`config.mk`:
```
export PLATFORM = sky130hd
export DESIGN_NAME = speaker_i2s_tx
export DESIGN_NICKNAME = d
export VERILOG_FILES = /design/src/rtl/speaker_i2s_tx.sv
export SDC_FILE = /design/constraint.sdc
export NUM_CORES = 1
export LEC_CHECK = 0
export ABC_AREA = 1
export CAP_MARGIN = 20
export CORE_UTILIZATION = 47
export CTS_BUF_LIST = sky130_fd_sc_hd__clkbuf_8
export CTS_CLUSTER_DIAMETER = 40
export DETAILED_ROUTE_END_ITERATION = 8
export DONT_BUFFER_PORTS = 1
export PLACE_DENSITY = 0.61
export SKIP_LAST_GASP = 1
export SLEW_MARGIN = 25
export SYNTH_ARGS = -nofsm -noshare
export SYNTH_HDL_FRONTEND = slang
export SYNTH_SLANG_ARGS = --single-unit
```
`constraint.sdc`:
```
create_clock -name clk -period 2.9 [get_ports clk]
set_input_delay 0.145 -clock clk [delete_from_list [all_inputs] [get_ports clk]]
set_output_delay 0.145 -clock clk [all_outputs]
set_load 0.05 [all_outputs]
```
`src/rtl/speaker_i2s_tx.sv`:
```
// speaker_i2s_tx
// ---------------------------------------------------------------------------
// Playback-side I2S master transmitter. Stereo sample words {left[31:16],
// right[15:0]} are pushed into a small FIFO and serialised MSB first toward
// the DAC with the standard one-bit I2S delay after each LRCK transition.
// BCLK and LRCK free-run from reset so the DAC stays locked; only the data
// content depends on the playback state.
//
// Optional build macro:
//   SPEAKER_UNDERRUN_HOLD_EN  - on an underrun load, re-send the last word
//                               popped since entering playback (0 if none)
//                               instead of silence.
//
// Parameters:
//   CLK_DIV  clk cycles per BCLK half-period (>= 1)
//   FIFO_AW  FIFO address width, depth = 2**FIFO_AW words
//
// Ports:
//   clk          system clock
//   rst_n        asynchronous active-low reset
//   play_start   one-cycle pulse, enter playback
//   play_stop    one-cycle pulse, leave playback and flush the FIFO
//   in_data      {left, right} sample word
//   in_valid     in_data valid
//   in_ready     play_active & !fifo_full
//   bclk         I2S bit clock
//   lrck         I2S word select (0 = left)
//   sdata        I2S serial data, MSB first
//   play_active  playback state
//   underrun     one-cycle pulse: frame load found the FIFO empty while active
//   fifo_level   current FIFO word count
// ---------------------------------------------------------------------------
module speaker_i2s_tx #(
  parameter int CLK_DIV = 4,
  parameter int FIFO_AW = 2
) (
  input  logic               clk,
  input  logic               rst_n,
  input  logic               play_start,
  input  logic               play_stop,
  input  logic [31:0]        in_data,
  input  logic               in_valid,
  output logic               in_ready,
  output logic               bclk,
  output logic               lrck,
  output logic               sdata,
  output logic               play_active,
  output logic               underrun,
  output logic [FIFO_AW:0]   fifo_level
);

  localparam int DEPTH = 1 << FIFO_AW;
  localparam int DIV_W = (CLK_DIV > 1) ? $clog2(CLK_DIV) : 1;
  localparam int LVL_W = FIFO_AW + 1;

  typedef enum logic {
    ST_IDLE,
    ST_PLAY
  } state_t;

  state_t             state_reg, state_next;
  logic [DIV_W-1:0]   div_cnt_reg;
  logic               bclk_reg;
  logic               lrck_reg;
  logic               sdata_reg;
  logic [4:0]         bit_cnt_reg;
  logic [31:0]        shift_reg;
  logic               underrun_reg;
  logic [FIFO_AW-1:0] wr_ptr_reg;
  logic [FIFO_AW-1:0] rd_ptr_reg;
  logic [LVL_W-1:0]   level_reg;
  logic [31:0]        mem_reg [DEPTH];

  logic        div_wrap;
  logic        fall_edge;
  logic        load_edge;
  logic [4:0]  bit_cnt_next;
  logic        fifo_full;
  logic        fifo_empty;
  logic        push;
  logic        load_live;
  logic        pop;
  logic        underrun_load;
  logic [31:0] head_word;
  logic [31:0] underrun_word;
  logic [31:0] load_word;

  // ---------------------------------------------------------------------
  // Playback state machine
  // ---------------------------------------------------------------------
  always_ff @(posedge clk or negedge rst_n) begin
    if (!rst_n) begin
      state_reg <= ST_IDLE;
    end else begin
      state_reg <= state_next;
    end
  end

  // Stop has priority over a simultaneous start.
  always_comb begin
    state_next = state_reg;
    case (state_reg)
      ST_IDLE: if (play_start && !play_stop) state_next = ST_PLAY;
      ST_PLAY: if (play_stop)                state_next = ST_IDLE;
      default:                               state_next = ST_IDLE;
    endcase
  end

  assign play_active = (state_reg == ST_PLAY);

  // ---------------------------------------------------------------------
  // Bit clock timing
  // ---------------------------------------------------------------------
  assign div_wrap     = (div_cnt_reg == DIV_W'(CLK_DIV - 1));
  assign fall_edge    = div_wrap & bclk_reg;
  assign bit_cnt_next = bit_cnt_reg + 5'd1;
  // The word is loaded one BCLK after the LRCK transition (I2S delay).
  assign load_edge    = fall_edge & (bit_cnt_next == 5'd1);

  // ---------------------------------------------------------------------
  // FIFO control
  // ---------------------------------------------------------------------
  assign fifo_full  = (level_reg == LVL_W'(DEPTH));
  assign fifo_empty = (level_reg == '0);
  assign in_ready   = play_active & ~fifo_full;
  assign fifo_level = level_reg;

  // A flush cycle discards any push and suppresses the frame load, so the
  // stop always wins over whatever else happens in that cycle.
  assign push          = in_valid & in_ready & ~play_stop;
  assign load_live     = load_edge & play_active & ~play_stop;
  assign pop           = load_live & ~fifo_empty;
  assign underrun_load = load_live & fifo_empty;
  assign head_word     = mem_reg[rd_ptr_reg];

`ifdef SPEAKER_UNDERRUN_HOLD_EN
  logic [31:0] last_word_reg;

  always_ff @(posedge clk or negedge rst_n) begin
    if (!rst_n) begin
      last_word_reg <= '0;
    end else if (play_stop) begin
      last_word_reg <= '0;
    end else if (pop) begin
      last_word_reg <= head_word;
    end
  end

  assign underrun_word = last_word_reg;
`else
  assign underrun_word = '0;
`endif

  always_comb begin
    load_word = '0;
    if (pop) begin
      load_word = head_word;
    end else if (underrun_load) begin
      load_word = underrun_word;
    end
  end

  // Sample storage: plain array so it maps onto distributed RAM; the head
  // word must be available in the load cycle itself.
  always_ff @(posedge clk) begin
    if (push) begin
      mem_reg[wr_ptr_reg] <= in_data;
    end
  end

  always_ff @(posedge clk or negedge rst_n) begin
    if (!rst_n) begin
      wr_ptr_reg <= '0;
      rd_ptr_reg <= '0;
      level_reg  <= '0;
    end else if (play_stop) begin
      wr_ptr_reg <= '0;
      rd_ptr_reg <= '0;
      level_reg  <= '0;
    end else begin
      if (push) wr_ptr_reg <= wr_ptr_reg + FIFO_AW'(1);
      if (pop)  rd_ptr_reg <= rd_ptr_reg + FIFO_AW'(1);
      case ({push, pop})
        2'b10:   level_reg <= level_reg + LVL_W'(1);
        2'b01:   level_reg <= level_reg - LVL_W'(1);
        default: level_reg <= level_reg;
      endcase
    end
  end

  // ---------------------------------------------------------------------
  // Serialiser: everything visible to the DAC changes on BCLK falls only
  // ---------------------------------------------------------------------
  always_ff @(posedge clk or negedge rst_n) begin
    if (!rst_n) begin
      div_cnt_reg  <= '0;
      bclk_reg     <= 1'b0;
      lrck_reg     <= 1'b1;
      sdata_reg    <= 1'b0;
      bit_cnt_reg  <= 5'd31;
      shift_reg    <= '0;
      underrun_reg <= 1'b0;
    end else begin
      underrun_reg <= 1'b0;

      if (div_wrap) begin
        div_cnt_reg <= '0;
        bclk_reg    <= ~bclk_reg;
      end else begin
        div_cnt_reg <= div_cnt_reg + DIV_W'(1);
      end

      if (fall_edge) begin
        bit_cnt_reg <= bit_cnt_next;
        // Upper half of the 32-bit frame is the right channel.
        lrck_reg    <= bit_cnt_next[4];
        if (load_edge) begin
          sdata_reg    <= load_word[31];
          shift_reg    <= {load_word[30:0], 1'b0};
          underrun_reg <= underrun_load;
        end else begin
          sdata_reg <= shift_reg[31];
          shift_reg <= {shift_reg[30:0], 1'b0};
        end
      end

      // Remaining bits of the current word are dropped on stop.
      if (play_stop) begin
        shift_reg <= '0;
      end
    end
  end

  assign bclk     = bclk_reg;
  assign lrck     = lrck_reg;
  assign sdata    = sdata_reg;
  assign underrun = underrun_reg;

endmodule

```
# After elaboration in Yosys (flattened, before gate mapping)
# Memory sizes are Yosys's and may differ from the RTL's.
# Index checks and enable logic that the tools add are counted.
# word_totals
regBits	51
latchBits	0
ramBits	128
romBits	0
wordCells	63
n_memories	1
# mem_list
name	words	word_bits	read_ports	rd_ports_with_merged_regs	write_ports	line	rtl
mem_reg	4	32	1	0	1	72	logic [31:0] mem_reg [DEPTH];
# op_classes
add_sub_neg	6
mul	0
div_mod_pow	0
magnitude_cmp	0
n_eq_ne	5
shift	0
muxes	19
n_bitwise	14
reduce_logical	7
# op_table
op	n
2-to-1 mux 32 bit	4
2-to-1 mux 2 bit	5
AND 1 bit	9
2-to-1 mux 1 bit	7
adder 2 x 1 -> 2 bit, second input constant	3
one-hot mux 3 bit (2 select lines)	1
nonzero test 2 bit	3
adder 5 x 1 -> 5 bit, second input constant	1
== test 5 x 1 -> 1 bit, second input constant	1
NOT 1 bit	5
== test 2 bit, second input constant	2
adder 3 x 1 -> 3 bit, second input constant	1
== test 3 bit, second input constant	1
zero test 3 bit	1
2-to-1 mux 3 bit	1
nonzero test 3 bit	1
subtractor 3 x 1 -> 3 bit, second input constant	1
== test 2 x 1 -> 1 bit, second input constant	1
one-hot mux 1 bit (2 select lines)	1
logical AND 1 bit	1
zero test 1 bit	1

# Longest topological paths before layout
# logic_depth
depth_word	10
depth_mapped	17
mapped_depth_nobuf	16

# Worst setup path after synthesis
# OpenSTA, ideal clock, no wires.
# synth_timing
kind	register to register
start	register level_reg[0], in the netlist fifo_level[0]
end	memory mem_reg[0][0] (enable)
setup_ns	0.421
arrival_time_ns	2.542
required_ns	2.479
path_slack_ns	-0.063
path_stages_with_launch	5
period_less_slack_ns	2.963
cell_sequence	dfrtp_1 -> inv_1 -> nand3_1 -> nand4_1 -> nor2_1
# synth_via
elab_chain_cells	7
# synth_rtl
item	line	rtl
start, declared	71	logic [LVL_W-1:0] level_reg;
start signal, assigned	184	2'b10: level_reg <= level_reg + LVL_W'(1);
start signal, assigned	185	2'b01: level_reg <= level_reg - LVL_W'(1);
start signal, assigned	186	default: level_reg <= level_reg;
== test 3 bit	123	assign fifo_full = (level_reg == LVL_W'(DEPTH));
NOT 1 bit	125	assign in_ready = play_active & ~fifo_full;
AND 1 bit	125	
AND 1 bit (2 in series)	130	assign push = in_valid & in_ready & ~play_stop;
2-to-1 mux 1 bit	166	if (push) begin
2-to-1 mux 1 bit (not written as such)	167	mem_reg[wr_ptr_reg] <= in_data;
end, declared	72	
# Every way passes these cells.

# Worst setup path in the final report
# layout_timing
start	register level_reg[2], in the netlist fifo_level[2]
end	register level_reg[2], in the netlist fifo_level[2]
# layout_via
elab_chain_cells	8
elab_cells_between_ends	15
classes_between	add/sub (2); eq/ne (3); mux (2); bitwise (6); reduce/logical (2)
# layout_rtl
item	line	rtl
== test 3 bit	123	
NOT 1 bit	125	
AND 1 bit	125	
AND 1 bit (2 in series)	130	
== test 2 x 1 -> 1 bit / == test 2 bit (equally long branches)	183	case ({push, pop})
one-hot mux 3 bit (2 select lines)	183	
2-to-1 mux 3 bit	176	end else if (play_stop) begin
# Parallel ways exist; a longest one is shown, timed or not.
# A chain may end at the register's enable or synchronous reset.

==> summary.txt <==
Drt
  • Iteration-0 DRC Markers: 343
  • Via Count: 4632
  • Avg Vias per Cell: 5.34
  • DRC violations left: 0
  • WL final: 14300 um
  • Initial DRT Pass Iterations: 6
  • Routed WL per cell: 16.4 um
  • Final ANT Viol Nets: 0

Critical path
  • Crit path buffers/inverters: 2
  • Reg-to-reg critical path endpoint: fifo_level[2]$_DFFE_PN0P_
  • R2r setup slk: 0.51 ns
  • Most frequent CP cell: nand2_1
  • FF-to-FF Start: fifo_level[2]$_DFFE_PN0P_
  • WP data required: 3.26 ns
  • Reg2reg path depth: 11
  • Critical Path AT: 2.74 ns
  • Crit-path max FO: 6
  • Class of the most critical setup path: reg -> reg
  • CP peak stage delay: 0.63 ns
  • Delay-heaviest family, CP: simple AND/OR/NAND/NOR gates
  • Kind of end point of the critical path: flip-flop
  • Critical-path cell list: nand3_1, nand4_1, inv_1, nor2_2, fa_1, xnor2_1, inv_1, nand2_1, nand2_1, nand2_1, nand2_1
  • Slowest-stage cell, CP: dfrtp_1
  • Worst setup SP type: flip-flop

Clock tree
  • Clock transition at the registers of the reported paths: 0.10 ns
  • TritonCTS buffer count: 17
  • CTS tree: built
  • Clock sink count: 177
  • Root Buffer: clkbuf_8
  • Post-CTS sizing: 0
  • Clk Latency, worst-skew pair: 0.46 ns
  • H-tree Lvls: 4
  • Clk buf depth: 2

Synth
  • Cells after synthesis: 628
  • Synthesized area per cell: 11.6 sq um
  • Post-Synth Simple-Gate Area: 14.7%
  • Compound-cell area share of the yosys netlist: 10.1%
  • Post-Synth XOR/XNOR Area: 0.241%
  • Synth cell types: 34
  • Mapped Area: 7260 sq um
  • Mux share of post-synthesis cell area: 0%
  • Adder-cell area share of the yosys netlist: 1.48%
  • Mapped Nets: 673
  • Synthesized flop and latch total: 177
  • Seq/Total Area, Yosys: 69.9%
  • Largest family of logic cells by synthesized area: simple AND/OR/NAND/NOR gates
  • Syn. warnings: 0

Pwr
  • Internal cell power: 0.00363 W
  • P_leak: 3.30 nW
  • Clk pwr share: 37.4%
  • Total net switching power: 0.00111 W
  • Sequential share of power: 58.3%
  • Switching share of power: 23.4%
  • Overall Power: 0.00474 W
  • PwrDens: 571 nW/um^2
  • Worst IR Drop VDD: 462 uV
  • Share of total power in combinational logic: 4.2%

Floorplan
  • I/O pins: 46
  • Die Width: 126 um
  • Initial Util: 47.9%
  • Die Span Y: 126 um
  • Total Die Area: 15900 sq um
  • Rows: 45
  • CORE AREA: 15100 sq um

Outcome
  • Status: finished, final reports clean

Global route
  • GRT busiest layer: met2
  • Initial antenna violation count: 1
  • First-pass GRT wire length: 23800 um
  • Vias in the first global route: 4692
  • GRT Util Overall: 19.7%
  • Largest net degree at the start of global routing: 65
  • M1 GR Usage: 24.7%
  • Grt met2 use: 33.1%
  • Total gr overflow: 0
  • Global routing met3 resource utilization: 5.40%

Worst hold path
  • Min-Delay Endpoint: fifo_level[2]$_DFFE_PN0P_
  • HP Class: in -> reg
  • Worst hold start: play_stop
  • Hold depth: 7

Layout
  • Layout Cells excl Fill: 868
  • Area growth syn-to-layout: 14.4%
  • Fin util: 54.8%
  • Max FFs per register: 128
  • Commonest non-fill, non-tap cell in the layout: nand2_1
  • Fin nets: 711
  • Most frequent cells in the layout: 234 x nand2_1, 128 x edfxtp_1, 43 x dfrtp_1
  • Ratio of cells with drive above 1 in the final layout: 10.3%

STA
  • Relative slew slack: 33.0%
  • RSZ-0062 raised after global routing: no
  • Actual slew at the worst max-slew pin: 1.00 ns
  • WHS: 0.0889 ns
  • Max-slew violation count: 0
  • Layout Skew: 0.0172 ns
  • Min cycle time layout: 2.39 ns
  • Fmax: 0.419 GHz
  • Final worst-path cycle share: 82.3%
  • Final setup fails: 0
  • Final Hold Viols: 0

Placement
  • Placed Instances: 798
  • # port buffers: 0
  • DP Wirelength: 7950 um
  • Gpl congestion: 0.734

Run
  • Max cap viols: 0
## tightest hold or removal path: cells and delay by family
kind	cells	cell delay (ns)
and+or+nand+nor	7	0.37
## kinds of logic after synthesis
group	after synthesis
simple gates	269
flops	177
compound gates	112
buf+inv	60
fa+ha+maj	8
xor+xnor	2
## how the worst max path moves through the flow
stage	from	endpoint	slack [ns]	depth (start not counted)
2_1_floorplan	fifo_level[0]$_DFFE_PN0P_	mem_reg[0][0]$_DFFE_PP_	-0.06	4
3_3_place_gp	play_active$_DFF_PN0_	fifo_level[2]$_DFFE_PN0P_	0.62	10
3_5_place_dp	fifo_level[2]$_DFFE_PN0P_	fifo_level[2]$_DFFE_PN0P_	0.54	11
4_1_cts	play_active$_DFF_PN0_	fifo_level[2]$_DFFE_PN0P_	0.52	10
5_1_grt	fifo_level[2]$_DFFE_PN0P_	fifo_level[2]$_DFFE_PN0P_	0.35	11
6_report	fifo_level[2]$_DFFE_PN0P_	fifo_level[2]$_DFFE_PN0P_	0.51	11
## layout make-up
type | count | area (sq um)
timing repair buffer | 52 | 513
tap | 188 | 235
sequential | 177 | 5080
clock buffer | 17 | 234
fill | 1268 | 6840
multi-input combinational | 391 | 1940
inverter | 27 | 101
antenna | 1 | 2.50
clock inverter | 15 | 196
## cells in the mapped netlist (all sizes together)
| cell type | number | area (sq um) |
|---|---|---|
| ha | 7 | 87.6 |
| nand4 | 4 | 25.0 |
| inv | 26 | 97.6 |
| buf | 14 | 81.3 |
| xnor2 | 1 | 8.76 |
| nand3b | 1 | 7.51 |
| clkinv | 1 | 3.75 |
| xor2 | 1 | 8.76 |
| dfstp | 5 | 131 |
| o21ai | 39 | 195 |
| o21a | 1 | 7.51 |
| a21oi | 35 | 175 |
| a21o | 1 | 7.51 |
| nor3 | 1 | 5.00 |
| a31oi | 2 | 12.5 |
| fa | 1 | 20.0 |
| o22ai | 4 | 37.5 |
| nor2 | 22 | 104 |
| edfxtp | 128 | 3840 |
| clkbuf | 19 | 71.3 |
| nand3 | 5 | 35.0 |
| a32o | 30 | 300 |
| nand2 | 235 | 885 |
| nor4 | 1 | 6.26 |
| dfrtp | 44 | 1100 |
## routing by layer
| layer | up-vias | wire length [um] | share of wire [%] |
|---|---|---|---|
| li1 | 2257 | - | - |
| met1 | 2283 | 6540 | 46 |
| met2 | 85 | 7090 | 50 |
| met3 | 7 | 499 | 3.5 |
| met4 | 0 | 123 | 0.86 |
| met5 | - | 0 | 0 |
## power by group through the flow
stage | combinational [W] | sequential [W] | clock, W
2_1_floorplan | 0.0000698 | 0.00284 | 0
6_report | 0.000200 | 0.00276 | 0.00177
5_1_grt | 0.000222 | 0.00277 | 0.00190
4_1_cts | 0.000203 | 0.00276 | 0.00181
3_5_place_dp | 0.000127 | 0.00282 | 0
3_3_place_gp | 0.000125 | 0.00282 | 0
## what timing repair did
action,CTS,global route
endpoints found under the setup margin,0,0
hold buffers,37,0
setup buffers,0,0
endpoints found under the hold margin,186,0
## per-stage QoR
stage | cell area (sq um) | TNS [ns] | setup slack, ns
2_1_floorplan | 7260 | -8.13 | -0.0635
3_3_place_gp | 7480 | 0 | 0.620
3_5_place_dp | 7480 | 0 | 0.535
4_1_cts | 8300 | 0 | 0.516
5_1_grt | 8300 | 0 | 0.354
6_report | 8300 | 0 | 0.513
Note: power is estimated with default switching activity, not from simulation.
